[src/rtl/tomasulo_regstat_file_if.sv]
// Register-status file bus: issue rename port, CDB broadcast, flush,
// two read ports and the registered busy count.
//   master : issue stage / CDB side (drives requests, reads results)
//   slave  : the register-status file itself
interface tomasulo_regstat_file_if #(
  parameter int NREGS  = 8,
  parameter int DATA_W = 9,
  parameter int TAG_W  = 9,
  parameter int AW     = $clog2(NREGS)
);
  logic              issue_valid;
  logic [AW-1:0]     issue_rd;
  logic [TAG_W-1:0]  issue_tag;
  logic              cdb_valid;
  logic [TAG_W-1:0]  cdb_tag;
  logic [DATA_W-1:0] cdb_data;
  logic              flush;
  logic [AW-1:0]     rs_addr;
  logic [AW-1:0]     rt_addr;
  logic [DATA_W-1:0] rs_data;
  logic [DATA_W-1:0] rt_data;
  logic [TAG_W-1:0]  rs_tag;
  logic [TAG_W-1:0]  rt_tag;
  logic [AW:0]       pending_cnt;

  modport master (
    output issue_valid, issue_rd, issue_tag,
    output cdb_valid, cdb_tag, cdb_data, flush,
    output rs_addr, rt_addr,
    input  rs_data, rt_data, rs_tag, rt_tag, pending_cnt
  );

  modport slave (
    input  issue_valid, issue_rd, issue_tag,
    input  cdb_valid, cdb_tag, cdb_data, flush,
    input  rs_addr, rt_addr,
    output rs_data, rt_data, rs_tag, rt_tag, pending_cnt
  );
endinterface

[src/rtl/tomasulo_regstat_file.sv]
// Architectural register file with per-register producer label for a
// Tomasulo datapath. A label of all ones (NO_TAG) marks a valid value.
// Ports:
//   clk         rising-edge clock
//   rst_n       asynchronous active-low reset (entry i data = i, labels NO_TAG)
//   bus (slave) issue rename, CDB capture, flush, two combinational read
//               ports (rs/rt) and the registered busy count pending_cnt
// Optional feature: define REGSTAT_CDB_BYPASS_EN to forward a matching CDB
// broadcast onto the read ports in the same cycle.
module tomasulo_regstat_file #(
  parameter int NREGS  = 8,
  parameter int DATA_W = 9,
  parameter int TAG_W  = 9,
  parameter int AW     = $clog2(NREGS)
) (
  input logic                    clk,
  input logic                    rst_n,
  tomasulo_regstat_file_if.slave bus
);

  localparam logic [TAG_W-1:0] NO_TAG = {TAG_W{1'b1}};

  logic [DATA_W-1:0] data_q [NREGS];
  logic [TAG_W-1:0]  tag_q  [NREGS];
  logic [DATA_W-1:0] data_n [NREGS];
  logic [TAG_W-1:0]  tag_n  [NREGS];
  logic [AW:0]       pending_q;
  logic [AW:0]       pending_n;
  logic              cdb_hit;
  logic              issue_ok;

  // A NO_TAG broadcast would otherwise match every valid register.
  assign cdb_hit  = bus.cdb_valid && (bus.cdb_tag != NO_TAG);
  assign issue_ok = bus.issue_valid && (bus.issue_tag != NO_TAG) && !bus.flush;

  // Next state: CDB capture first, then the rename, so a same-cycle issue
  // to a capturing entry keeps the result but takes the newer label.
  always_comb begin
    pending_n = '0;
    for (int i = 0; i < NREGS; i++) begin
      data_n[i] = data_q[i];
      tag_n[i]  = tag_q[i];
      if (cdb_hit && (tag_q[i] == bus.cdb_tag)) begin
        data_n[i] = bus.cdb_data;
        tag_n[i]  = NO_TAG;
      end
      if (bus.flush) begin
        tag_n[i] = NO_TAG;
      end else if (issue_ok && (bus.issue_rd == AW'(i))) begin
        tag_n[i] = bus.issue_tag;
      end
      if (tag_n[i] != NO_TAG) begin
        pending_n = pending_n + {{AW{1'b0}}, 1'b1};
      end
    end
  end

  always_ff @(posedge clk or negedge rst_n) begin
    if (!rst_n) begin
      for (int i = 0; i < NREGS; i++) begin
        data_q[i] <= DATA_W'(i);
        tag_q[i]  <= NO_TAG;
      end
      pending_q <= '0;
    end else begin
      for (int i = 0; i < NREGS; i++) begin
        data_q[i] <= data_n[i];
        tag_q[i]  <= tag_n[i];
      end
      pending_q <= pending_n;
    end
  end

  // Stored-state lookup; out-of-range addresses read as a valid zero.
  function automatic logic [DATA_W+TAG_W-1:0] rd_lookup(input logic [AW-1:0] addr);
    logic [DATA_W-1:0] d;
    logic [TAG_W-1:0]  t;
    d = '0;
    t = NO_TAG;
    if (int'(addr) < NREGS) begin
      d = data_q[addr];
      t = tag_q[addr];
    end
    return {d, t};
  endfunction

  logic [DATA_W-1:0] rs_d, rt_d;
  logic [TAG_W-1:0]  rs_t, rt_t;

  always_comb begin
    {rs_d, rs_t} = rd_lookup(bus.rs_addr);
    {rt_d, rt_t} = rd_lookup(bus.rt_addr);
`ifdef REGSTAT_CDB_BYPASS_EN
    // Forward the broadcast to a reader still waiting on that producer.
    if (cdb_hit && (rs_t == bus.cdb_tag)) begin
      rs_d = bus.cdb_data;
      rs_t = NO_TAG;
    end
    if (cdb_hit && (rt_t == bus.cdb_tag)) begin
      rt_d = bus.cdb_data;
      rt_t = NO_TAG;
    end
`endif
  end

  assign bus.rs_data     = rs_d;
  assign bus.rs_tag      = rs_t;
  assign bus.rt_data     = rt_d;
  assign bus.rt_tag      = rt_t;
  assign bus.pending_cnt = pending_q;

endmodule

[src/flat_wrapper.sv]
// flat-port wrapper written by rule: the top's interface ports become plain ports
module tomasulo_regstat_file_flat 
#(
  parameter int NREGS  = 8,
  parameter int DATA_W = 9,
  parameter int TAG_W  = 9,
  parameter int AW     = $clog2(NREGS)
)
  (clk, rst_n, bus_issue_valid, bus_issue_rd, bus_issue_tag, bus_cdb_valid, bus_cdb_tag, bus_cdb_data, bus_flush, bus_rs_addr, bus_rt_addr, bus_rs_data, bus_rt_data, bus_rs_tag, bus_rt_tag, bus_pending_cnt);
  tomasulo_regstat_file_if #(.NREGS(NREGS), .DATA_W(DATA_W), .TAG_W(TAG_W), .AW(AW)) bus_i ();
  input logic clk;
  input logic rst_n;
  input wire logic [$bits(bus_i.issue_valid)-1:0] bus_issue_valid;
  input wire logic [$bits(bus_i.issue_rd)-1:0] bus_issue_rd;
  input wire logic [$bits(bus_i.issue_tag)-1:0] bus_issue_tag;
  input wire logic [$bits(bus_i.cdb_valid)-1:0] bus_cdb_valid;
  input wire logic [$bits(bus_i.cdb_tag)-1:0] bus_cdb_tag;
  input wire logic [$bits(bus_i.cdb_data)-1:0] bus_cdb_data;
  input wire logic [$bits(bus_i.flush)-1:0] bus_flush;
  input wire logic [$bits(bus_i.rs_addr)-1:0] bus_rs_addr;
  input wire logic [$bits(bus_i.rt_addr)-1:0] bus_rt_addr;
  output wire logic [$bits(bus_i.rs_data)-1:0] bus_rs_data;
  output wire logic [$bits(bus_i.rt_data)-1:0] bus_rt_data;
  output wire logic [$bits(bus_i.rs_tag)-1:0] bus_rs_tag;
  output wire logic [$bits(bus_i.rt_tag)-1:0] bus_rt_tag;
  output wire logic [$bits(bus_i.pending_cnt)-1:0] bus_pending_cnt;
  assign bus_i.issue_valid = bus_issue_valid;
  assign bus_i.issue_rd = bus_issue_rd;
  assign bus_i.issue_tag = bus_issue_tag;
  assign bus_i.cdb_valid = bus_cdb_valid;
  assign bus_i.cdb_tag = bus_cdb_tag;
  assign bus_i.cdb_data = bus_cdb_data;
  assign bus_i.flush = bus_flush;
  assign bus_i.rs_addr = bus_rs_addr;
  assign bus_i.rt_addr = bus_rt_addr;
  assign bus_rs_data = bus_i.rs_data;
  assign bus_rt_data = bus_i.rt_data;
  assign bus_rs_tag = bus_i.rs_tag;
  assign bus_rt_tag = bus_i.rt_tag;
  assign bus_pending_cnt = bus_i.pending_cnt;
  tomasulo_regstat_file #(.NREGS(NREGS), .DATA_W(DATA_W), .TAG_W(TAG_W), .AW(AW)) u_core (.clk(clk), .rst_n(rst_n), .bus(bus_i));
endmodule
[config.mk]
export PLATFORM = sky130hd
export DESIGN_NAME = tomasulo_regstat_file_flat
export DESIGN_NICKNAME = d
export VERILOG_FILES = /design/src/rtl/tomasulo_regstat_file_if.sv /design/src/rtl/tomasulo_regstat_file.sv /design/src/flat_wrapper.sv
export SDC_FILE = /design/constraint.sdc
export NUM_CORES = 1
export LEC_CHECK = 0
export BUFFER_PORTS_ARGS = -buffer_cell sky130_fd_sc_hd__buf_4
export CAP_MARGIN = 0
export CORE_MARGIN = 5
export CORE_UTILIZATION = 25
export DETAILED_ROUTE_END_ITERATION = 16
export HOLD_SLACK_MARGIN = 0.1
export MAX_ROUTING_LAYER = met4
export PLACE_DENSITY = 0.39
export REMOVE_ABC_BUFFERS = 1
export SETUP_SLACK_MARGIN = 0.5
export SLEW_MARGIN = 15
export SYNTH_ARGS = -nofsm -noshare
export SYNTH_HDL_FRONTEND = slang
export SYNTH_SLANG_ARGS = --single-unit
[constraint.sdc]
create_clock -name clk -period 5.5 [get_ports clk]
set_input_delay 0.55 -clock clk [delete_from_list [all_inputs] [get_ports clk]]
set_output_delay 0.55 -clock clk [all_outputs]
set_load 0.01 [all_outputs]
# Word level (Yosys, flattened, before mapping)

Cells that the tools add are included.

Reduce and logical (&&, ||, !) cells: 21
Eq/ne operators: 25
Multiplexer cells: 44
Multiply operators: 0
Add/subtract/negate cells: 7
Shift operators: 0
Divide/modulo/power cells: 0
Magnitude comparators: 2
Bitwise operators: 2

Operator list:

| kind                                                 | count |
|---|---|
| two-way mux 9 bit                                    | 32 |
| binary-select mux 9 bit (select 3 bit)               | 4 |
| != test 9 bit (second input constant)                | 10 |
| equality test 9 bit                                  | 8 |
| two-way mux 4 bit                                    | 7 |
| adder 4 x 1 -> 4 bit (second input constant)         | 6 |
| logical AND 1 bit                                    | 19 |
| equality test 3 bit (second input constant)          | 4 |
| >= comparator 4 bit (second input constant)          | 2 |
| NOT 3 -> 4 bit                                       | 2 |
| equality test 3 x 2 -> 1 bit (second input constant) | 2 |
| equality test 3 x 1 -> 1 bit (second input constant) | 1 |
| zero test 3 bit                                      | 1 |
| adder 1 x 1 -> 2 bit (second input constant)         | 1 |
| zero test 1 bit                                      | 1 |
| two-way mux 1 bit                                    | 1 |

Register bits after elaboration: 148
Bits in latches: 0
Memories: 0
Logic and storage cells: 118
Memory bits (read-only): 0
RAM bits: 0

# Longest topological paths before layout

Gate-level depths: netlist of run 1.

Word-level depth: 22
Depth in mapped cells: 28
Mapped depth without buffers: 24

# Worst setup path before layout of run 1

Ideal clock, no wire load.

Path type: input to register
From: in bus_cdb_tag[4]
To: reg u_core.pending_q[2], in the netlist u_core.bus.pending_cnt[2]
Arrival time: 5395 ps
Required time: 5420 ps
Path buffers: 3
Slack: 25 ps
Stages: 25
Cell sequence: buf_2 > nand4_1 > o31ai_1 > buf_2 > or4_1 > clkbuf_1 > nor3b_1 > o41ai_1 > nand4_1 > inv_2 > ha_1 > xor2_2 > ha_1 > nor2_1 > a31oi_1 > xor2_1 > mux2_2 > mux2_2 > ha_1 > mux2i_1 > inv_1 > ha_1 > nor2b_1 > xnor2_1 > xnor2_1

Word-level cells in the longest chain between the ends: 22
Elaborated cells between the ends (all ways): 65
Classes of those cells: add/sub (7); eq/ne (17); mux (32); reduce/logical (9)

Ends and longest elaborated chain:

| what                    | RTL line                    | text |
|---|---|---|
| from (decl)             | flat_wrapper.sv:17          | `input wire logic [$bits(bus_i.cdb_tag)-1:0] bus_cdb_tag;` |
| != test 9 bit           | tomasulo_regstat_file.sv:33 | `assign cdb_hit = bus.cdb_valid && (bus.cdb_tag != NO_TAG);` |
| logical AND 1 bit       | tomasulo_regstat_file.sv:33 |  |
| logical AND 1 bit       | tomasulo_regstat_file.sv:43 | `if (cdb_hit && (tag_q[i] == bus.cdb_tag)) begin` |
| two-way mux 9 bit       | tomasulo_regstat_file.sv:43 |  |
| two-way mux 9 bit       | tomasulo_regstat_file.sv:49 | `end else if (issue_ok && (bus.issue_rd == AW'(i))) begin` |
| two-way mux 9 bit       | tomasulo_regstat_file.sv:47 | `if (bus.flush) begin` |
| != test 9 bit           | tomasulo_regstat_file.sv:52 | `if (tag_n[i] != NO_TAG) begin` |
| two-way mux 1 bit       | tomasulo_regstat_file.sv:52 |  |
| [... 7 more ...]        | n/a                         |  |
| two-way mux 4 bit       | tomasulo_regstat_file.sv:52 |  |
| adder 4 x 1 -> 4 bit    | tomasulo_regstat_file.sv:53 | `pending_n = pending_n + {{AW{1'b0}}, 1'b1};` |
| two-way mux 4 bit       | tomasulo_regstat_file.sv:52 |  |
| adder 4 x 1 -> 4 bit    | tomasulo_regstat_file.sv:53 |  |
| two-way mux 4 bit       | tomasulo_regstat_file.sv:52 |  |
| adder 4 x 1 -> 4 bit    | tomasulo_regstat_file.sv:53 |  |
| two-way mux 4 bit (*)   | tomasulo_regstat_file.sv:52 |  |
| net u_core.pending_n[2] | tomasulo_regstat_file.sv:28 | `logic [AW:0] pending_n;` |
| to (signal assigned)    | tomasulo_regstat_file.sv:70 | `pending_q <= pending_n;` |
| to (decl)               | tomasulo_regstat_file.sv:27 | `logic [AW:0] pending_q;` |

Mark *: on every way through the listed nets, which the timed path passes. The rest lies on a longest branch.
A chain may end at the register's enable or synchronous reset.

# Final worst setup path of run 1

From: reg u_core.tag_q[70] in the netlist's numbering
To: reg u_core.pending_q[2], in the netlist u_core.bus.pending_cnt[2]

Word-level cells in the longest chain between the ends: 21

Ends and longest elaborated chain:

| what                              | RTL line                    | text |
|---|---|---|
| from (decl)                       | tomasulo_regstat_file.sv:24 | `logic [TAG_W-1:0] tag_q [NREGS];` |
| from (signal, indexed assignment) | tomasulo_regstat_file.sv:68 | `tag_q[i] <= tag_n[i];` |
| equality test 9 bit               | tomasulo_regstat_file.sv:43 |  |
| logical AND 1 bit                 | tomasulo_regstat_file.sv:43 |  |
| two-way mux 9 bit (*)             | tomasulo_regstat_file.sv:43 |  |
| two-way mux 9 bit (*)             | tomasulo_regstat_file.sv:49 |  |
| two-way mux 9 bit (*)             | tomasulo_regstat_file.sv:47 |  |
| != test 9 bit (*)                 | tomasulo_regstat_file.sv:52 |  |
| two-way mux 1 bit (*)             | tomasulo_regstat_file.sv:52 |  |
| adder 1 x 1 -> 2 bit              | tomasulo_regstat_file.sv:53 |  |
| [... 6 more ...]                  | n/a                         |  |
| two-way mux 4 bit (*)             | tomasulo_regstat_file.sv:52 |  |
| adder 4 x 1 -> 4 bit              | tomasulo_regstat_file.sv:53 |  |
| two-way mux 4 bit (*)             | tomasulo_regstat_file.sv:52 |  |
| adder 4 x 1 -> 4 bit              | tomasulo_regstat_file.sv:53 |  |
| two-way mux 4 bit (*)             | tomasulo_regstat_file.sv:52 |  |
| adder 4 x 1 -> 4 bit              | tomasulo_regstat_file.sv:53 |  |
| two-way mux 4 bit (*)             | tomasulo_regstat_file.sv:52 |  |
| net u_core.pending_n[2]           | tomasulo_regstat_file.sv:28 |  |

Marked as above.

==> impl_metrics.yaml, run 1 <==
synthesis:
  ys.flop_type: "dfstp_2"
  synthSimpleGateAreaFrac_pct: 12.0
  synthMuxAreaShare_pct: 28.9
  synth_xor_area_share_pct: 8.46
  yosysSeqAreaShare_pct: 37.9
  ys_async_sr_fraction_pct: 100
  synth_fa_ha_area_share_pct: 0.872
  synthCells: 848
  synth-seq-cells: 148
  yosysWarnings: 0
  synth_top_area_share_pct: 22.0
  synth_area_leader_cell: "dfstp_2"
  synth_compound_area_share_pct: 7.99
  synth_top_family_by_area: "multiplexers"
  synth-edff-count: 0
  syn_area_mm2: 0.0100
  synth_area_leaders: "dfstp_2 (22%), mux4_2 (16%), dfrtp_1 (16%)"
  yosys.cell_types.count: 68
  avgSynthCellArea_um2: 11.8
clock_tree:
  clk_pin_slew_ns: 0.07
  cts_buffer_depth: 2
  clk_latency_ns: 0.45
  root_buffer: "clkbuf_16"
  cts.sinks: 148
  htree_levels: 4
  cts_tree: "done"
  cts-buffers-inserted: 17
  cts.hold.buffers_added: 0
routing:
  wl_per_cell_um: 24.0
  vias: 7985
  ant_nets: 0
  wirelength_um: 37400
  vias_per_cell: 5.13
  first_pass_iters: 5
  drt_iter0_drc: 589
  drc_errors: 0
placed_design:
  numPortBuffers: 80
  gp_congestion: 0.854
  post-dp-hpwl_um: 26900
  dp_cells: 1500
worst_setup_path:
  required_ns: 5.84
  cp_max_fo: 7
  critPathArrivalTime_ns: 5.46
  worst_setup_path_start_kind: "flop"
  criticalPathCategory: "flop to flop"
  end_kind: "flop"
sta:
  worstMarginPinSlew_ns: 0.933
  hold_violations: 0
  fin_skew_ns: 0.0122
  setup_violations: 0
  period_share_pct: 93.2
  maxSlewHeadroom_pct: 37.3
  setup_tns_ns: 0
  period_needed_ns: 5.12
  maxSlewViolCount: 0
  timing.fmax_mhz: 195
  whs_ns: 0.229
  rsz0062_at_grt: "yes"
power_and_ir_drop:
  peakVddDrop_uv: 214
  powerDensity_mw_per_mm2: 247
  p_leak_nw: 5.19
grt:
  grt_max_degree: 95
  antenna_found_initial: 1
  overflow: 0
  grt_pass1_vias: 8306
  grt_pass1_wl_um: 55200
  grtUsageTotal_pct: 17.3
floorplan:
  io_pins: 81
  dieArea_mm2: 0.0443
  die_y_um: 210
  die-width_um: 210
  start_util_pct: 25.3
  row_count: 73
  core_area_mm2: 0.0397
cells_and_area:
  area_growth_pct: 30.2
  drive_above_1_share_pct: 57.3
  insertedDiodeCount: 0
  nets: 1066
  multi_input_area_mm2: 0.00629
  regArea_mm2: 0.00381
  fill_cells: 4039
  mostFrequentLayoutCell: "buf_4"
  layout.cells.non_filler: 1556
  final_cell_mix: "buf_4 (217), mux2_2 (109), dfstp_2 (84), mux4_2 (72), dfrtp_1 (64)"
status:
  status: "complete, no violations"
job:
  drv_cap: 0
hold_path:
  hp-class: "input port to asynchronous set/reset pin"
==> what timing repair did <==
action                                  in CTS  in global routing
resized for setup                           48                 25
endpoints found under the setup margin       3                  3
buffers inserted                            12                 11
cloned                                       1                  0
pin swaps                                   26                 22
==> flip-flops by register name, indices dropped and copies added (netlist names) <==
register                flops
u_core.data_q              72
u_core.bus.pending_cnt      4
u_core.tag_q               72
==> worst paths after layout <==
kind,endpoint,slack [ns],start,cells past startpoint
min in group clk,u_core.data_q[35]$_DFFE_PN0P_,0.40,bus_cdb_data[8],2
max in group asynchronous,u_core.data_q[68]$_DFFE_PN0P_,3.99,rst_n,2
worst max register to register,u_core.bus.pending_cnt[2]$_DFF_PN0_,0.38,u_core.tag_q[70]$_DFF_PN1_,24
worst max-delay path,u_core.bus.pending_cnt[2]$_DFF_PN0_,0.38,u_core.tag_q[70]$_DFF_PN1_,24
worst min-delay path,u_core.data_q[27]$_DFFE_PN0P_,0.23,rst_n,1
worst min register to register,u_core.data_q[47]$_DFFE_PN0P_,0.53,u_core.data_q[47]$_DFFE_PN0P_,1
==> routing by layer <==
| metal | wire (µm) | vias up | track usage [%] | share of wire (%) |
|---|---|---|---|---|
| met5 | 0 | - | - | 0 |
| met4 | 691 | 0 | 4.72 | 1.8 |
| met3 | 1060 | 39 | 2.65 | 2.8 |
| met2 | 18700 | 153 | 28.4 | 50 |
| met1 | 16900 | 4214 | 22.4 | 45 |
| li1 | - | 3579 | - | - |
==> where the power goes <==
group	internal (mW)	leakage, nW	switching (mW)
combinational	0.407	3.12	0.401
clock	0.742	0.303	0.507
sequential	1.14	1.77	0.0291
total	2.29	5.19	0.936
==> stage by stage <==
step                utilization [%]  instance area [µm²]  power (mW)  worst slack (ns)
floorplan                         -                 9710        1.51            -0.144
global placement               29.8                11900        1.85            -0.343
detailed placement             29.8                11900        1.84            -0.347
CTS                            32.3                12800        3.19             0.399
global route                   32.9                13100        3.36             0.223
finish                         32.9                13100        3.22             0.376
==> area by class of cell <==
class	count	area share, %
Multi-Input combinational cell	619	48.1
Inverter	12	0.344
Sequential cell	148	29.1
Timing Repair Buffer	220	12.7
Clock buffer	21	3.52
Clock inverter	11	1.14
Tap cell	525	5.02
==> synth_stat cells, types with 11 or more instances <==
cell / n
nand4_1: 20
clkbuf_1: 36
xor2_1: 16
xnor2_1: 69
nor3_1: 25
nor2_1: 55
o21ai_0: 11
o22ai_1: 15
nand2_1: 41
buf_2: 14
mux4_2: 72
a31oi_1: 40
mux2_2: 112
dfstp_2: 84
nand3_1: 19
dfrtp_1: 64
nor4_1: 16
==> cell families (layout without fill, tap and decap cells) <==
kind of cell / after synthesis / count (layout)
adder cells (fa/ha/maj): 7 / 7
AND/OR/NAND/NOR: 223 / 224
multiplexers: 186 / 186
flip-flops: 148 / 148
buffers and inverters: 82 / 264
AO/OA/AOI/OAI: 112 / 112
XOR/XNOR: 90 / 90
==> worst max-delay path, cell delays in order, from the launching register on <==
cell and delay (ns):
dfstp_2 0.57, xnor2_2 0.14, nand3_2 0.11, or4_4 0.57
o2bb2ai_4 0.16, o41ai_2 0.38, and4_4 0.33, buf_6 0.11
inv_2 0.04, ha_4 0.14, nor2_1 0.09, a31oi_1 0.07
ha_1 0.33, nor2_1 0.05, a31oi_1 0.19, xor2_1 0.10
mux2_4 0.30, mux2_4 0.28, ha_4 0.24, mux2i_4 0.16
inv_2 0.08, ha_4 0.16, nor2b_4 0.12, xnor2_2 0.16
xnor2_1 0.12
No activity file was read; power rests on OpenSTA's default activity.
==> run 2, diff against run 1 <==
- CORE_ASPECT_RATIO: not set -> 0.9
- CTS_BUF_LIST: not set -> sky130_fd_sc_hd__clkbuf_4 sky130_fd_sc_hd__clkbuf_8
- PLACE_DENSITY: 0.39 -> 0.38
- clock period: 5.5 -> 5.3 ns (I/O delays scaled with it)
==> impl_metrics.yaml, run 2 (same netlist as run 1, synthesis figures left out) <==
status:
  status: "complete, no violations"
worst_setup_path:
  path_buf_inv: 3
  required_ns: 5.66
  r2r_cells: 23
  r2r_setup_slack_ns: 0.24
  critPathTopFamily: "simple AND/OR/NAND/NOR gates"
  criticalPathCategory: "flop to flop"
  slowest_stage: "or4_4"
  path_cells: "xnor2_1, nand3_1, or4_4, buf_4, o2bb2ai_4, o41ai_2, nand4_1, inv_2, ha_4, xor2_4, ha_1, nor2_1, a31oi_1, xor2_1, mux2_4, mux2_4, ha_4, mux2i_4, inv_2, ha_4, nor2b_4, xnor2_2, xnor2_1"
  worst_setup_path_start_kind: "flop"
  timing.rr.start: "u_core.tag_q[56]$_DFF_PN1_"
  end_kind: "flop"
  r2r_end: "u_core.bus.pending_cnt[2]$_DFF_PN0_"
  critPathArrivalTime_ns: 5.42
  cp_max_fo: 8
  crit_top_cell: "ha_4"
  startpoint: "u_core.tag_q[56]$_DFF_PN1_"
  slowest_delay_ns: 0.59
floorplan:
  start_util_pct: 25.3
  io_pins: 81
  die_y_um: 200
  row_count: 69
  core_area_mm2: 0.0396
  dieArea_mm2: 0.0443
  die-width_um: 221
power_and_ir_drop:
  peakVddDrop_uv: 140
  p_leak_nw: 5.27
  powerDensity_mw_per_mm2: 229
placed_design:
  numPortBuffers: 80
  gp_congestion: 0.852
  dpl_worst_slack_ns: -0.439
  post-dp-hpwl_um: 29300
  dp_cells: 1551
hold_path:
  hp-class: "input port to flop"
  holdCritStartpoint: "bus_cdb_data[3]"
  min_to: "u_core.data_q[30]$_DFFE_PN0P_"
  hold_depth: 2
grt:
  grt_max_degree: 63
  antenna_found_initial: 0
  grt_pass1_wl_um: 59300
  grt_pass1_vias: 8754
  overflow: 0
  grtUsageTotal_pct: 18.4
cells_and_area:
  drive_above_1_share_pct: 58.5
  mostFrequentLayoutCell: "buf_4"
  fill_cells: 4022
  final_cell_mix: "buf_4 (245), mux2_2 (108), dfstp_2 (84), mux4_2 (72), dfrtp_1 (64)"
  insertedDiodeCount: 0
  nets: 1100
  multi_input_area_mm2: 0.00626
  area_growth_pct: 31.0
  layout.cells.non_filler: 1597
  regArea_mm2: 0.00381
routing:
  wl_per_cell_um: 24.9
  drt_iter0_drc: 514
  first_pass_iters: 5
  wirelength_um: 39700
  ant_nets: 0
  vias_per_cell: 5.11
  vias: 8153
  drc_errors: 0
clock_tree:
  clk_pin_slew_ns: 0.09
  clk_latency_ns: 0.47
  cts-buffers-inserted: 17
  htree_levels: 4
  cts_buffer_depth: 2
  root_buffer: "clkbuf_8"
  cts_tree: "done"
  cts.sinks: 148
sta:
  worstMarginPinSlew_ns: 0.844
  layout_setup_ws_ns: 0.242
  maxSlewHeadroom_pct: 43.7
  period_share_pct: 95.4
  timing.fmax_mhz: 198
  period_needed_ns: 5.06
  setup_violations: 0
  maxSlewViolCount: 0
  hold_violations: 0
  fin_skew_ns: 0.0128
  setup_tns_ns: 0
  rsz0062_at_grt: "yes"
job:
  drv_cap: 0
-- run 2: cell count changes in the layout (fill, tap and decap cells not counted), moves of 3 or more --
cell        delta
clkbuf_16     -17
clkinvlp_4     +4
inv_6          -3
buf_6          +5
buf_4         +28
clkbuf_8      +16
-- run 2: layout make-up --
cell class | count | share of cell area, %
flip-flops and latches | 148 | 29.0
clock buffers | 19 | 1.94
clock inverters | 13 | 1.20
well taps | 532 | 5.06
multi-input cells | 618 | 47.6
inverters | 12 | 0.342
repair buffers | 255 | 14.9
-- run 2: worst register-to-register path, cell delays in order, from the launching register on --
cell and delay [ns]:
dfstp_2 0.58, xnor2_1 0.13, nand3_1 0.11, or4_4 0.59, buf_4 0.19, o2bb2ai_4 0.13, o41ai_2 0.23, nand4_1 0.20
inv_2 0.15, ha_4 0.23, xor2_4 0.22, ha_1 0.29, nor2_1 0.11, a31oi_1 0.06, xor2_1 0.16, mux2_4 0.29
mux2_4 0.28, ha_4 0.25, mux2i_4 0.17, inv_2 0.08, ha_4 0.15, nor2b_4 0.12, xnor2_2 0.13, xnor2_1 0.13
-- run 2: routing by layer --
layer  GRT usage (%)  part of all wire [%]
met1            25.8                    48
met3            2.94                   4.1
met4            4.23                   1.7
met5               -                     0
met2            28.1                    46
-- run 2: timing repair --
action / 4_1_cts / 5_1_grt
endpoints found under the setup margin: 3 / 3
pin swaps: 26 / 23
buffers inserted: 11 / 2
gates resized for setup: 56 / 16
hold endpoints to repair: 24 / 0
hold buffers: 1 / 0
-- run 2: stage by stage --
step / hold slack, ns / util (%) / cell area, µm² / power [mW]
6_report: 0.348 / 33.2 / 13200 / 3.01
5_1_grt: 0.307 / 33.2 / 13200 / 3.17
4_1_cts: 0.308 / 32.9 / 13100 / 3.04
3_5_place_dp: 0.512 / 30.8 / 12200 / 1.96
3_3_place_gp: 0.504 / 30.8 / 12200 / 1.96
2_1_floorplan: 0.234 / - / 9710 / 1.56
-- run 2: where the power goes --
part,total [mW],leakage [nW],switching (mW),internal (mW)
logic,0.845,3.30,0.417,0.428
clock network,0.951,0.201,0.470,0.481
registers,1.21,1.77,0.0312,1.18
-- run 2: how the worst max path moves through the flow --
stage / end / slack (ns) / cells after the start
floorplan: u_core.bus.pending_cnt[2]$_DFF_PN0_ / -0.32 / 21
global placement: u_core.bus.pending_cnt[2]$_DFF_PN0_ / -0.38 / 24
detailed placement: u_core.bus.pending_cnt[2]$_DFF_PN0_ / -0.44 / 24
CTS: u_core.bus.pending_cnt[2]$_DFF_PN0_ / 0.24 / 23
global route: u_core.bus.pending_cnt[2]$_DFF_PN0_ / 0.05 / 23
finish: u_core.bus.pending_cnt[2]$_DFF_PN0_ / 0.24 / 23
